### src/rtl/snoop_bus_arbiter.sv
// rtl/snoop_bus_arbiter.sv - round-robin snoopy bus arbiter and transaction sequencer
//
// Collects BusRd/BusRdX/BusUpgr requests from N cache controllers, grants one
// at a time in round-robin order, broadcasts a one-cycle snoop, samples the
// shared/flush responses, then sequences write-back or memory read and returns
// done plus the shared (C) indication to the requester.
//
// Ports:
//   clk_i            bus clock, rising edge
//   rstb_i           asynchronous active-high reset
//   req_valid_i[N]   per-cache request, held until its done pulse
//   req_op_i[2N]     per-cache op: 01 BusRd, 10 BusRdX, 11 BusUpgr
//   shared_i[N]      snooper holds the line (M/E/S), sampled in RESP
//   flush_i[N]       snooper flushes modified data, sampled in RESP
//   flush_data_i     per-cache flush data, MEM_W bits each
//   mem_ack_i        memory completion for mem_rd_o / mem_wr_o
//   mem_rdata_i      memory read data, valid with mem_ack_i in MEM_RD
//   grant_o[N]       one-hot bus owner, SNOOP through DONE
//   snoop_valid_o    one-cycle snoop strobe
//   snoop_op_o       op being snooped
//   snoop_src_o      index of the requester
//   c_out_o          shared indication, valid with done_o
//   done_o[N]        one-cycle completion pulse
//   rdata_o          line data returned to the requester
//   mem_rd_o/mem_wr_o  memory read / write-back request, held until mem_ack_i
//   mem_wdata_o      flush data being written back
//   protocol_err_o   sticky protocol error flag
module snoop_bus_arbiter #(
   parameter int N     = 4,
   parameter int MEM_W = 32,
   localparam int SRC_W = (N > 1) ? $clog2(N) : 1
) (
   input  logic               clk_i,
   input  logic               rstb_i,
   input  logic [N-1:0]       req_valid_i,
   input  logic [2*N-1:0]     req_op_i,
   input  logic [N-1:0]       shared_i,
   input  logic [N-1:0]       flush_i,
   input  logic [N*MEM_W-1:0] flush_data_i,
   input  logic               mem_ack_i,
   input  logic [MEM_W-1:0]   mem_rdata_i,
   output logic [N-1:0]       grant_o,
   output logic               snoop_valid_o,
   output logic [1:0]         snoop_op_o,
   output logic [SRC_W-1:0]   snoop_src_o,
   output logic               c_out_o,
   output logic [N-1:0]       done_o,
   output logic [MEM_W-1:0]   rdata_o,
   output logic               mem_rd_o,
   output logic               mem_wr_o,
   output logic [MEM_W-1:0]   mem_wdata_o,
   output logic               protocol_err_o
);

   typedef enum logic [2:0] {
      S_IDLE, S_SNOOP, S_RESP, S_WB, S_MEM_RD, S_DONE
   } state_t;

   localparam logic [1:0] OP_RD   = 2'b01;
   localparam logic [1:0] OP_UPGR = 2'b11;

   state_t             state_q;
   logic [SRC_W-1:0]   rr_ptr_q;
   logic [1:0]         op_q;
   logic               shared_q;
   logic [N-1:0]       grant_q;
   logic               snoop_valid_q;
   logic [1:0]         snoop_op_q;
   logic [SRC_W-1:0]   snoop_src_q;
   logic               c_out_q;
   logic [N-1:0]       done_q;
   logic [MEM_W-1:0]   rdata_q;
   logic               mem_rd_q;
   logic               mem_wr_q;
   logic [MEM_W-1:0]   mem_wdata_q;
   logic               err_q;

   logic               win_found_d;
   logic [SRC_W-1:0]   win_idx_d;
   logic [1:0]         win_op_d;
   logic [N-1:0]       shared_m;
   logic [N-1:0]       flush_m;
   logic [MEM_W-1:0]   flush_sel_d;
   logic               flush_multi_d;
   int unsigned        j;

   // Round-robin search starting at rr_ptr_q; first requester found wins.
   always_comb begin
      win_found_d = 1'b0;
      win_idx_d   = '0;
      win_op_d    = 2'b00;
      j           = 0;
      for (int i = 0; i < N; i++) begin
         j = int'(rr_ptr_q) + i;
         if (j >= N) j = j - N;
         if (!win_found_d && req_valid_i[j]) begin
            win_found_d = 1'b1;
            win_idx_d   = SRC_W'(j);
            win_op_d    = req_op_i[2*j +: 2];
         end
      end
   end

   // grant_q is the one-hot of the requester, so it doubles as the self-mask.
   assign shared_m      = shared_i & ~grant_q;
   assign flush_m       = flush_i & ~grant_q;
   assign flush_multi_d = |(flush_m & (flush_m - N'(1)));

   // Descending scan so the lowest flushing index ends up selected.
   always_comb begin
      flush_sel_d = '0;
      for (int i = N - 1; i >= 0; i--) begin
         if (flush_m[i]) flush_sel_d = flush_data_i[i*MEM_W +: MEM_W];
      end
   end

   always_ff @(posedge clk_i or posedge rstb_i) begin
      if (rstb_i) begin
         state_q       <= S_IDLE;
         rr_ptr_q      <= '0;
         op_q          <= 2'b00;
         shared_q      <= 1'b0;
         grant_q       <= '0;
         snoop_valid_q <= 1'b0;
         snoop_op_q    <= 2'b00;
         snoop_src_q   <= '0;
         c_out_q       <= 1'b0;
         done_q        <= '0;
         rdata_q       <= '0;
         mem_rd_q      <= 1'b0;
         mem_wr_q      <= 1'b0;
         mem_wdata_q   <= '0;
         err_q         <= 1'b0;
      end else begin
         case (state_q)
            S_IDLE: begin
               if (win_found_d) begin
                  state_q       <= S_SNOOP;
                  grant_q       <= N'(1) << win_idx_d;
                  snoop_valid_q <= 1'b1;
                  snoop_op_q    <= win_op_d;
                  snoop_src_q   <= win_idx_d;
                  // An illegal 00 op is flagged and carried on as BusRd.
                  op_q          <= (win_op_d == 2'b00) ? OP_RD : win_op_d;
                  if (win_op_d == 2'b00) err_q <= 1'b1;
                  rr_ptr_q      <= (win_idx_d == SRC_W'(N - 1)) ? '0 : win_idx_d + SRC_W'(1);
               end
            end
            S_SNOOP: begin
               snoop_valid_q <= 1'b0;
               state_q       <= S_RESP;
            end
            S_RESP: begin
               shared_q <= |shared_m;
               if (|flush_m) begin
                  if (flush_multi_d || op_q == OP_UPGR) err_q <= 1'b1;
                  mem_wdata_q <= flush_sel_d;
                  mem_wr_q    <= 1'b1;
                  state_q     <= S_WB;
               end else if (op_q == OP_UPGR) begin
                  done_q  <= grant_q;
                  c_out_q <= 1'b0;
                  state_q <= S_DONE;
               end else begin
                  mem_rd_q <= 1'b1;
                  state_q  <= S_MEM_RD;
               end
            end
            S_WB: begin
               if (mem_ack_i) begin
                  mem_wr_q <= 1'b0;
                  // Cache-to-cache supply: the flushed line is the answer.
                  if (op_q != OP_UPGR) rdata_q <= mem_wdata_q;
                  done_q   <= grant_q;
                  c_out_q  <= (op_q == OP_RD) && shared_q;
                  state_q  <= S_DONE;
               end
            end
            S_MEM_RD: begin
               if (mem_ack_i) begin
                  mem_rd_q <= 1'b0;
                  rdata_q  <= mem_rdata_i;
                  done_q   <= grant_q;
                  c_out_q  <= (op_q == OP_RD) && shared_q;
                  state_q  <= S_DONE;
               end
            end
            S_DONE: begin
               done_q  <= '0;
               c_out_q <= 1'b0;
               grant_q <= '0;
               state_q <= S_IDLE;
            end
            default: state_q <= S_IDLE;
         endcase
      end
   end

   assign grant_o        = grant_q;
   assign snoop_valid_o  = snoop_valid_q;
   assign snoop_op_o     = snoop_op_q;
   assign snoop_src_o    = snoop_src_q;
   assign c_out_o        = c_out_q;
   assign done_o         = done_q;
   assign rdata_o        = rdata_q;
   assign mem_rd_o       = mem_rd_q;
   assign mem_wr_o       = mem_wr_q;
   assign mem_wdata_o    = mem_wdata_q;
   assign protocol_err_o = err_q;

endmodule

### config.mk
export PLATFORM = sky130hd
export DESIGN_NAME = snoop_bus_arbiter
export DESIGN_NICKNAME = d
export VERILOG_FILES = /design/src/rtl/snoop_bus_arbiter.sv
export SDC_FILE = /design/constraint.sdc
export NUM_CORES = 1
export LEC_CHECK = 0
export CAP_MARGIN = 20
export CORE_UTILIZATION = 44
export CTS_CLUSTER_DIAMETER = 50
export DETAILED_ROUTE_END_ITERATION = 8
export PLACE_DENSITY = 0.91
export SYNTH_ARGS = -nofsm -noshare
export SYNTH_HDL_FRONTEND = slang
export SYNTH_SLANG_ARGS = --single-unit
### constraint.sdc
create_clock -name clk_i -period 5.5 [get_ports clk_i]
set_input_delay 0.825 -clock clk_i [delete_from_list [all_inputs] [get_ports clk_i]]
set_output_delay 0.825 -clock clk_i [all_outputs]
set_load 0.1 [all_outputs]
Word-level counts from Yosys, hierarchy flattened
Cells that the tools add are included.
{"block": "word_totals", "ramBits": 0, "out_inout_bits": 81, "inputBits": 183, "reg_bits": 89, "elab_cells": 154, "mem_bits_ro": 0, "n_memories": 0, "latchBits": 0}
{"block": "classes", "n_reduce_logical": 31, "n_lt_le_gt_ge": 8, "n_eq_ne": 20, "shift": 5, "n_mux": 62, "n_mul": 0, "n_bitwise": 4, "n_addsub": 9, "n_div": 0}
{"cell": "32-bit 2-to-1 mux", "n": 11}
{"cell": "8-bit by 33-bit indexed part select with 2-bit output", "n": 4}
{"cell": "32-bit by 3-bit < comparator with 1-bit output (second input constant)", "n": 4}
{"cell": "32-bit one-hot mux with 2 select lines", "n": 1}
{"cell": "2-bit != test (second input constant)", "n": 11}
{"cell": "1-bit 2-to-1 mux", "n": 21}
{"cell": "2-bit 2-to-1 mux", "n": 10}
{"cell": "4-bit 2-to-1 mux", "n": 4}
{"cell": "4-bit AND", "n": 3}
{"cell": "3-bit one-hot mux with 4 select lines", "n": 1}
{"cell": "4-bit one-hot mux with 3 select lines", "n": 1}
{"cell": "4-bit AND reduction", "n": 3}
{"cell": "2-bit nonzero test", "n": 6}
{"cell": "4-bit OR reduction", "n": 3}
{"cell": "3-bit by 3-bit subtractor with 4-bit output (second input constant)", "n": 3}
{"cell": "2-bit AND reduction", "n": 5}
{"cell": "3-bit >= comparator (second input constant)", "n": 3}
{"cell": "3-bit 2-to-1 mux", "n": 3}
{"cell": "1-bit binary-select mux with 2-bit select", "n": 4}
{"cell": "1-bit one-hot mux with 2 select lines", "n": 4}
{"cell": "4-bit one-hot mux with 2 select lines", "n": 1}
{"cell": "2-bit by 2-bit adder with 3-bit output (second input constant)", "n": 2}
{"cell": "3-bit by 2-bit equality test with 1-bit output (second input constant)", "n": 2}
{"cell": "3-bit equality test (second input constant)", "n": 2}
{"cell": "21 further kinds", "n": 27}

Logic depth before layout (Yosys ltp)
Gate-level depths: netlist of run 1.
{"block": "logic_depth", "ltp_word": 18, "ltp_mapped": 12, "ltp_nobuf": 10}

Worst setup path before layout of run 1
OpenSTA, ideal clock, no wires.
{"block": "synth_path", "path_kind": "reg-to-reg", "start": "register rr_ptr_q[0]", "end": "register snoop_op_q[1] (netlist: snoop_op_o[1])", "synth_period_minus_slack_ns": 2.775, "path_buffers": 3, "arrival_time_ns": 2.650, "slack_ns": 2.725, "path_stages_with_launch": 10, "setup_ns": 0.125, "required_ns": 5.375, "cell_sequence": "dfrtp_1 buf_6 buf_2 inv_1 ha_1 buf_1 mux4_2 a211oi_2 o32ai_2 mux2_2"}
{"block": "synth_between", "elab_chain_len": 15, "elab_cells_between_ends": 42, "cone_classes": "add/sub (7); order compare (4); shift (4); mux (20); reduce/logical (7)"}
{"element": "start, declared", "line": "63", "source": "logic [SRC_W-1:0] rr_ptr_q;"}
{"element": "start signal, assigned", "line": "146", "source": "rr_ptr_q <= (win_idx_d == SRC_W'(N - 1)) ? '0 : win_idx_d + SRC_W'(1);"}
{"element": "branches (longest 15 deep; another with 3-bit by 3-bit subtractor with 4-bit output)"}
{"element": "end signal, assigned", "line": "141", "source": "snoop_op_q <= win_op_d;"}
{"element": "end, declared", "line": "68", "source": "logic [1:0] snoop_op_q;"}
Parallel ways; which one is timed is not known. The select of a mux whose other input is x is not followed.
A chain may end at the register's enable or synchronous reset.

Worst setup path after layout of run 1
{"block": "layout_path", "start": "register rr_ptr_q[0]", "end": "register grant_q[0] (netlist: grant_o[0])"}
{"block": "layout_between", "elab_chain_len": 17, "elab_cells_between_ends": 42, "cone_classes": "add/sub (7); order compare (4); eq/ne (1); shift (1); mux (22); reduce/logical (7)"}
{"element": "branches (longest 13 deep; another with 3-bit by 3-bit subtractor with 4-bit output)"}
{"element": "2-bit 2-to-1 mux *", "line": "96", "source": "if (!win_found_d && req_valid_i[j]) begin"}
{"element": "named net win_idx_d[1]", "line": "79", "source": "logic [SRC_W-1:0] win_idx_d;"}
{"element": "1-bit by 2-bit << shifter with 4-bit output *", "line": "139", "source": "grant_q <= N'(1) << win_idx_d;"}
{"element": "4-bit 2-to-1 mux *", "line": "137", "source": "if (win_found_d) begin"}
{"element": "4-bit one-hot mux with 2 select lines *", "line": "135", "source": "case (state_q)"}
{"element": "end signal, assigned", "line": "139"}
{"element": "end, declared", "line": "66", "source": "logic [N-1:0] grant_q;"}
Mark *: on every way through the listed nets, which the timed path passes. The select of a mux whose other input is x is not followed.

==> PnR_summary.wiki, run 1 <==
{| class="wikitable"
! Metric !! Value
|-
| Run status || finished clean
|-
| Detail Placement HPWL || 15.3 mm
|-
| Pin count of the biggest net entering global routing || 67
|-
| Layout cells sized above 1 || 6.26%
|-
| Maximum count of clock buffers along a single path || 2
|-
| Cell Area, Synth || 0.00521 sq mm
|-
| Number of endpoints with negative hold slack in the final report || 0
|-
| Number of global-route vias before repair || 5644
|-
| CTS buffer count || 9
|-
| Sequential area share after synthesis || 42.7%
|-
| Chain of cells forming the critical path || inv_1, ha_1, mux4_2, nor2_1, a22oi_1, o22ai_1, inv_1, ha_1, nand2_1, a21oi_1
|-
| Number of buffer cells added on primary ports || 263
|-
| Main flop type after synthesis || sky130_fd_sc_hd__dfrtp_1
|-
| Leakage || 3.25 nW
|-
| Worst setup path startpoint || rr_ptr_q[0]
|-
| First-pass GRT wire length || 31.1 mm
|-
| Relative slew slack || 26.0%
|-
| Count of pins on the block boundary || 264
|-
| Part of the cycle the worst path needs || 64.8%
|-
| Clk_lat worst skew || 0.34 ns
|-
| Remaining global-route overflow || 0
|-
| Synthesized area per cell || 8.78 sq um
|-
| Synthesized instance count || 594
|-
| CP Max Fanout || 21
|-
| Via Count || 5714
|-
| Via/cell ratio || 5.86
|-
| Leading cell types by total area after synthesis || sky130_fd_sc_hd__dfrtp_1 43%, sky130_fd_sc_hd__o21ai_0 7.3%, sky130_fd_sc_hd__mux2i_1 7.1%
|-
| Share of Yosys cell area claimed by the top area cell type || 42.7%
|-
| Data required time at the worst endpoint || 5.72 ns
|-
| Clock Sink Count || 89
|-
| Die span in y || 111 microns
|-
| Count of antenna-violating nets left after detailed routing || 0
|-
| Post-route total power || 5.81 mW
|-
| Count of yosys warnings during synthesis || 0
|-
| RSZ-0062 raised after global routing || no
|-
| Initial DRC count || 636
|-
| Width of the chip || 111 microns
|-
| Clock Skew || 0.00632 ns
|-
| Maximum vdd drop || 0.625 mV
|-
| Min-delay worst type || flop to flop
|-
| Weighted congestion reported at the end of routability-driven placement || 0.976
|-
| Clock edge transition at the registers on the reported setup and hold paths || 0.07 ns
|-
| Pins over their slew limit || 0
|-
| Clock tree root buffer cell || sky130_fd_sc_hd__clkbuf_16
|-
| Slowest cell on crit path || sky130_fd_sc_hd__dfrtp_1
|-
| Min Clock Period, post-route || 3.56 ns
|-
| Tightest Pin Transition || 1.11 ns
|-
| Number of synthesized flops with an enable pin || 0
|-
| Count of max-cap constraint violations || 0
|-
| Synthesized net count || 784
|-
| Setup violators final || 0
|-
| Hold Slack || 0.485 ns
|-
| Signed area change from the synthesized netlist to the final layout || 57.3%
|-
| Detail-routed net length per standard cell || 21.0 microns
|-
| Sum of negative setup slack || 0 ns
|-
| Flop and latch count out of synthesis || 89
|-
| Power per cell area || 708 mW/mm^2
|-
| Arrival time at the worst endpoint || 3.78 ns
|-
| Overall routing resource usage || 32.8%
|-
| Timing-limited maximum frequency || 281 MHz
|-
| CTS H-Tree Depth || 3
|-
| Utilization after layout || 71.5%
|-
| Total of hold buffers inserted after clock tree synthesis || 0
|-
| Top cell family by delay on the critical path || flip-flops
|-
| Resized cells post-CTS || 0
|-
| Startpoint of the tightest hold check path || rdata_o[10]
|-
| CP Launch Type || flop
|-
| Final net count || 1016
|-
| Num rows || 39
|-
| Effective utilization at floorplan || 45.5%
|-
| Post-route DRC violation count || 0
|-
| Critical path class || flop to flop
|-
| TritonCTS clock tree || yes
|-
| Most used standard cell by instance count after synthesis || sky130_fd_sc_hd__nand2_1
|-
| Cell type contributing the most total cell area after synthesis || sky130_fd_sc_hd__dfrtp_1
|-
| Share of synthesized registers carrying an async set or reset || 100%
|-
| Buf/Inv on CP || 2
|-
| Routed WL || 20.4 mm
|-
| Crit end category || flop
|-
| Delay of the slowest cell on the worst path || 0.94 ns
|-
| Total die area || 0.0123 sq mm
|-
| Launch point of the worst reg-to-reg path || rr_ptr_q[0]
|-
| Top cell types by occurrence after synthesis || 94 x sky130_fd_sc_hd__nand2_1, 89 x sky130_fd_sc_hd__dfrtp_1, 76 x sky130_fd_sc_hd__o21ai_0
|-
| Number of post-CTS setup repair buffers || 0
|-
| Yosys cell types || 47
|-
| DRT Pass-1 Iters || 5
|-
| Number of placed instances with taps included || 957
|-
| Number of standard cells in the layout, taps in and fillers out || 975
|-
| Core outline area || 0.0115 sq mm
|-
| Initial antenna violation count || 1
|}
logic make-up after synthesis:
logic type	after synthesis	share of synthesized area (%)
multiplexers	49	11.4
adder cells (fa/ha/maj)	8	1.87
AO/OA/AOI/OAI	188	22.2
flip-flops	89	42.7
buffers and inverters	62	5.06
AND/OR/NAND/NOR	198	16.7
cell type report:
cell class | count | area [sq um]
inverters | 11 | 42.5
repair buffers | 272 | 2710
fillers | 841 | 3260
well taps | 143 | 179
multi-input cells | 443 | 2760
clock buffers | 11 | 243
clock inverters | 5 | 38.8
diodes | 1 | 2.50
flip-flops and latches | 89 | 2230
report_power, final:
group	total [mW]	internal [mW]	switching [mW]
Combinational	3.98	1.08	2.90
Sequential	1.24	0.940	0.300
Clock	0.583	0.322	0.260
Total	5.81	2.34	3.46
metal layers:
metal	track usage, %	part of all wire (%)	up-vias
met3	8.20	9.0	33
met2	53.9	48	324
met1	42.8	41	2743
met4	9.60	2.5	0
li1	-	-	2614
met5	0	0	-
worst paths after layout:
kind	endpoint	slack (ns)	cells after the start
min reg2reg	rdata_o[10]	0.48	2
max	grant_o[0]	1.94	10
min	rdata_o[10]	0.48	2
min in group asynchronous	rdata_o[27]	0.94	2
max in group asynchronous	mem_wdata_o[10]	3.50	3
max reg2reg	grant_o[0]	1.94	10
stage by stage:
| step | area (sq um) | setup slack (ns) |
|---|---|---|
| floorplan | 5210 | 2.37 |
| global placement | 7900 | 1.95 |
| detailed placement | 7900 | 1.82 |
| CTS | 8180 | 1.95 |
| global route | 8200 | 1.68 |
| finish | 8200 | 1.94 |
registers in the layout, indices dropped and copies added, names as in the netlist, 2 cells and up:
| register | count |
|---|---|
| rr_ptr_q | 2 |
| grant_o | 4 |
| done_o | 4 |
| op_q | 2 |
| snoop_src_o | 2 |
| state_q | 3 |
| snoop_op_o | 2 |
| mem_wdata_o | 32 |
| rdata_o | 32 |
worst reg2reg max path: stages (launching register included):
cell and delay (ns):
sky130_fd_sc_hd__dfrtp_1 0.94, sky130_fd_sc_hd__inv_1 0.21, sky130_fd_sc_hd__ha_1 0.64, sky130_fd_sc_hd__mux4_2 0.67
sky130_fd_sc_hd__nor2_1 0.18, sky130_fd_sc_hd__a22oi_1 0.08, sky130_fd_sc_hd__o22ai_1 0.27, sky130_fd_sc_hd__inv_1 0.14
sky130_fd_sc_hd__ha_1 0.20, sky130_fd_sc_hd__nand2_1 0.06, sky130_fd_sc_hd__a21oi_1 0.07
layout by cell type, fill, tap and decap left out, drive strengths merged, types with 2 or more instances in the layout:
master,count
nor2b,11
o31ai,4
o21ai,80
nand2b,4
and2,2
nor2,44
nor4,2
nand2,95
o22ai,3
or4,2
nor3,34
ha,7
o32ai,2
clkdlybuf4s50,263
buf,9
mux2,4
inv,12
a221oi,36
clkbuf,11
a21oi,50
clkinv,3
a211oi,4
dfrtp,89
mux4,8
mux2i,37
Note: power is estimated with default switching activity, not from simulation.
==> inputs of run 2 (changes only) <==
--- a/config.mk
+++ b/config.mk
@@ -6,10 +6,10 @@
 export NUM_CORES = 1
 export LEC_CHECK = 0
 export CAP_MARGIN = 20
-export CORE_UTILIZATION = 44
+export CORE_UTILIZATION = 41
 export CTS_CLUSTER_DIAMETER = 50
 export DETAILED_ROUTE_END_ITERATION = 8
-export PLACE_DENSITY = 0.91
+export PLACE_DENSITY = 0.86
 export SYNTH_ARGS = -nofsm -noshare
 export SYNTH_HDL_FRONTEND = slang
 export SYNTH_SLANG_ARGS = --single-unit
==> constraint.sdc (replaced) <==
create_clock -name clk_i -period 3.3 [get_ports clk_i]
set_input_delay 0.495 -clock clk_i [delete_from_list [all_inputs] [get_ports clk_i]]
set_output_delay 0.495 -clock clk_i [all_outputs]
set_load 0.1 [all_outputs]
==> run 2 against run 1 <==
Hold slack gained 0.0098 ns. Critical path type unchanged. Setup slack lost 1.6 ns. Register-to-register slack worse by 1.6 ns. Largest power group unchanged. Count of clock-buffer cells in the layout unchanged. Cell area increased by 0.73%. Highest routed layer unchanged.
==> PnR_summary.wiki, run 2 (synthesis results as in run 1) <==
{| class="wikitable"
! Metric !! Value
|-
| Run status || finished clean
|-
| Met2 WL || 10.2 mm (+4.3%)
|-
| Count of max-cap constraint violations || 0 (unchanged)
|-
| Pin count of the biggest net entering global routing || 43 (-36%)
|-
| Overall routing resource usage || 31.6% (-1.2 points)
|-
| Total of hold buffers inserted after clock tree synthesis || 0 (unchanged)
|-
| Final net count || 1023 (+0.69%)
|-
| Weighted congestion reported at the end of routability-driven placement || 0.904 (-7.4%)
|-
| Clock edge transition at the registers on the reported setup and hold paths || 0.06 ns (about the same)
|-
| Sum of routed wire segments on met1 || 8.26 mm (-0.70%)
|-
| Signed area change from the synthesized netlist to the final layout || 58.5%
|-
| Initial antenna violation count || 2 (+1)
|-
| CP Launch Type || flop
|-
| Topmost layer with routed signal wires || met4
|-
| First-pass GRT wire length || 31.1 mm (-0.15%)
|-
| Post-route DRC violation count || 0 (unchanged)
|-
| Resized cells post-CTS || 0 (unchanged)
|-
| Count of antenna-violating nets left after detailed routing || 0 (unchanged)
|-
| Routed WL || 20.8 mm (+1.9%)
|-
| Hold path depth || 2 (unchanged)
|-
| Num rows || 40 (+2.6%)
|-
| Length in cells of the worst reg-to-reg path || 10 (unchanged)
|-
| Clock tree root buffer cell || sky130_fd_sc_hd__clkbuf_16
|-
| Number of endpoints with negative hold slack in the final report || 0 (unchanged)
|-
| Critical path class || flop to flop
|-
| Core outline area || 0.0122 sq mm (+6.5%)
|-
| Maximum count of clock buffers along a single path || 2 (unchanged)
|-
| Delay of the slowest cell on the worst path || 0.61 ns (-0.33 ns)
|-
| Via/cell ratio || 5.71 (-2.6%)
|-
| Detail Placement HPWL || 16.3 mm (+6.7%)
|-
| Min Clock Period, post-route || 2.91 ns (-0.649 ns)
|-
| Power per cell area || 1180 mW/mm^2 (+67%)
|-
| Total die area || 0.0132 sq mm (+7.2%)
|-
| Number of buffer cells added on primary ports || 263 (unchanged)
|-
| Count of pins on the block boundary || 264 (unchanged)
|-
| Most common library cell in the layout ignoring fill and taps || sky130_fd_sc_hd__clkdlybuf4s50_1
|-
| Fillers || 983 (+17%)
|-
| Setup violators final || 0 (unchanged)
|-
| Crit end category || flop
|-
| Initial DRC count || 526 (-17%)
|-
| Via Count || 5758 (+0.77%)
|-
| Min-delay worst type || flop to flop
|-
| Clock Sink Count || 89 (unchanged)
|-
| Maximum vdd drop || 0.790 mV (+26%)
|-
| Clock Skew || 0.00513 ns (-0.00119 ns)
|-
| Effective utilization at floorplan || 42.7% (-2.8 points)
|-
| Layout cells sized above 1 || 10.7% (+4.5 points)
|-
| CTS buffer count || 9 (unchanged)
|-
| Clk_lat worst skew || 0.34 ns (about the same)
|-
| WL met3 || 1.80 mm (-2.5%)
|-
| Dpl cell area || 0.00792 sq mm (+0.27%)
|-
| Part of the cycle the worst path needs || 88.3% (+24 points)
|-
| Slowest cell on crit path || sky130_fd_sc_hd__dfrtp_1
|-
| Chain of cells forming the critical path || inv_1, ha_1, mux4_2, nor2_1, a22oi_1, o22ai_1, inv_1, ha_1, nand2_1, a21oi_1
|-
| Die span in y || 115 microns (+3.5%)
|-
| Width of the chip || 115 microns (+3.5%)
|-
| Timing-limited maximum frequency || 343 MHz (+22%)
|-
| Data required time at the worst endpoint || 3.52 ns (-2.20 ns)
|-
| Detail-routed net length per standard cell || 20.7 microns (-1.5%)
|-
| Tightest Pin Transition || 1.03 ns (-0.0747 ns)
|-
| RSZ-0062 raised after global routing || no
|-
| Pins over their slew limit || 0 (unchanged)
|-
| CTS H-Tree Depth || 3 (unchanged)
|-
| Highest-count cells in the layout ignoring fill and taps || 233 x sky130_fd_sc_hd__clkdlybuf4s50_1, 93 x sky130_fd_sc_hd__nand2_1, 89 x sky130_fd_sc_hd__dfrtp_1
|-
| TritonCTS clock tree || yes
|-
| Relative slew slack || 31.0% (+5.0 points)
|-
| Sum of negative setup slack || 0 ns (unchanged)
|-
| CP Max Fanout || 13 (-38%)
|-
| R2R setup slack || 0.39 ns (-1.55 ns)
|-
| Leakage || 3.35 nW (+3.1%)
|-
| Number of post-CTS setup repair buffers || 0 (unchanged)
|-
| Post-route standard cell area excluding fillers || 0.00826 sq mm (+0.73%)
|-
| Remaining global-route overflow || 0 (unchanged)
|-
| Number of global-route vias before repair || 5545 (-1.8%)
|-
| Arrival time at the worst endpoint || 3.13 ns (-0.65 ns)
|-
| DRT Pass-1 Iters || 6 (+1)
|}
==> run 2: cell count changes in the layout (fill, tap and decap cells not counted), moves of 2 or more <==
| cell | before | now |
|---|---|---|
| sky130_fd_sc_hd__buf_4 | 8 | 44 |
| sky130_fd_sc_hd__diode_2 | 1 | 3 |
| sky130_fd_sc_hd__clkdlybuf4s50_1 | 263 | 233 |
| sky130_fd_sc_hd__inv_6 | 2 | 0 |
| sky130_fd_sc_hd__bufinv_16 | 0 | 2 |
==> run 2: final cells by class <==
type / count / area [sq um] / area share, %
well taps: 168 / 210 / 2.54
inverters: 11 / 42.5 / 0.515
diodes: 3 / 7.51 / 0.0909
multi-input cells: 443 / 2760 / 33.4
repair buffers: 279 / 2690 / 32.5
clock buffers: 11 / 253 / 3.06
flip-flops and latches: 89 / 2230 / 27.0
clock inverters: 5 / 77.6 / 0.939
==> run 2: path summary, 6_finish.rpt <==
check	start	endpoint
worst max-delay path	rr_ptr_q[1]	grant_o[1]
worst min-delay path	rdata_o[15]	rdata_o[15]
worst max register to register	rr_ptr_q[1]	grant_o[1]
worst min register to register	rdata_o[15]	rdata_o[15]
max in group asynchronous	rstb_i	c_out_o
min in group asynchronous	rstb_i	rdata_o[27]
==> run 2: layer usage <==
metal | vias up | track usage (%)
met1 | 2773 | 39.1
li1 | 2632 | -
met3 | 49 | 8.75
met4 | 0 | 10.7
met5 | - | 0
met2 | 304 | 53.3
==> run 2: worst max-delay path, delay by kind of cell (launching register included) <==
| kind | cells | cell delay (ns) |
|---|---|---|
| DFF | 1 | 0.61 |
| AOI/OAI and AO/OA | 3 | 0.47 |
| buffers and inverters | 2 | 0.29 |
| and+or+nand+nor | 2 | 0.28 |
| adders and majority gates | 2 | 0.55 |
| muxes | 1 | 0.60 |
==> run 2: report_power, final <==
group          switching (mW)  internal [mW]  leakage (nW)
Combinational            4.85           1.77          2.07
Sequential              0.452           1.57          1.12
Clock                   0.416          0.701         0.162
Total                    5.72           4.04          3.35
==> run 2: through the flow <==
stage	utilization (%)	worst slack [ns]	hold slack [ns]	power [mW]	std cells
4_1_cts	67.6	0.397	0.494	9.75	1005
3_5_place_dp	64.9	0.442	0.473	8.59	989
6_report	67.7	0.385	0.494	9.76	1009
2_1_floorplan	-	0.498	0.495	6.87	594
5_1_grt	67.6	0.270	0.519	10.2	1006
3_3_place_gp	64.9	0.639	0.463	8.43	989
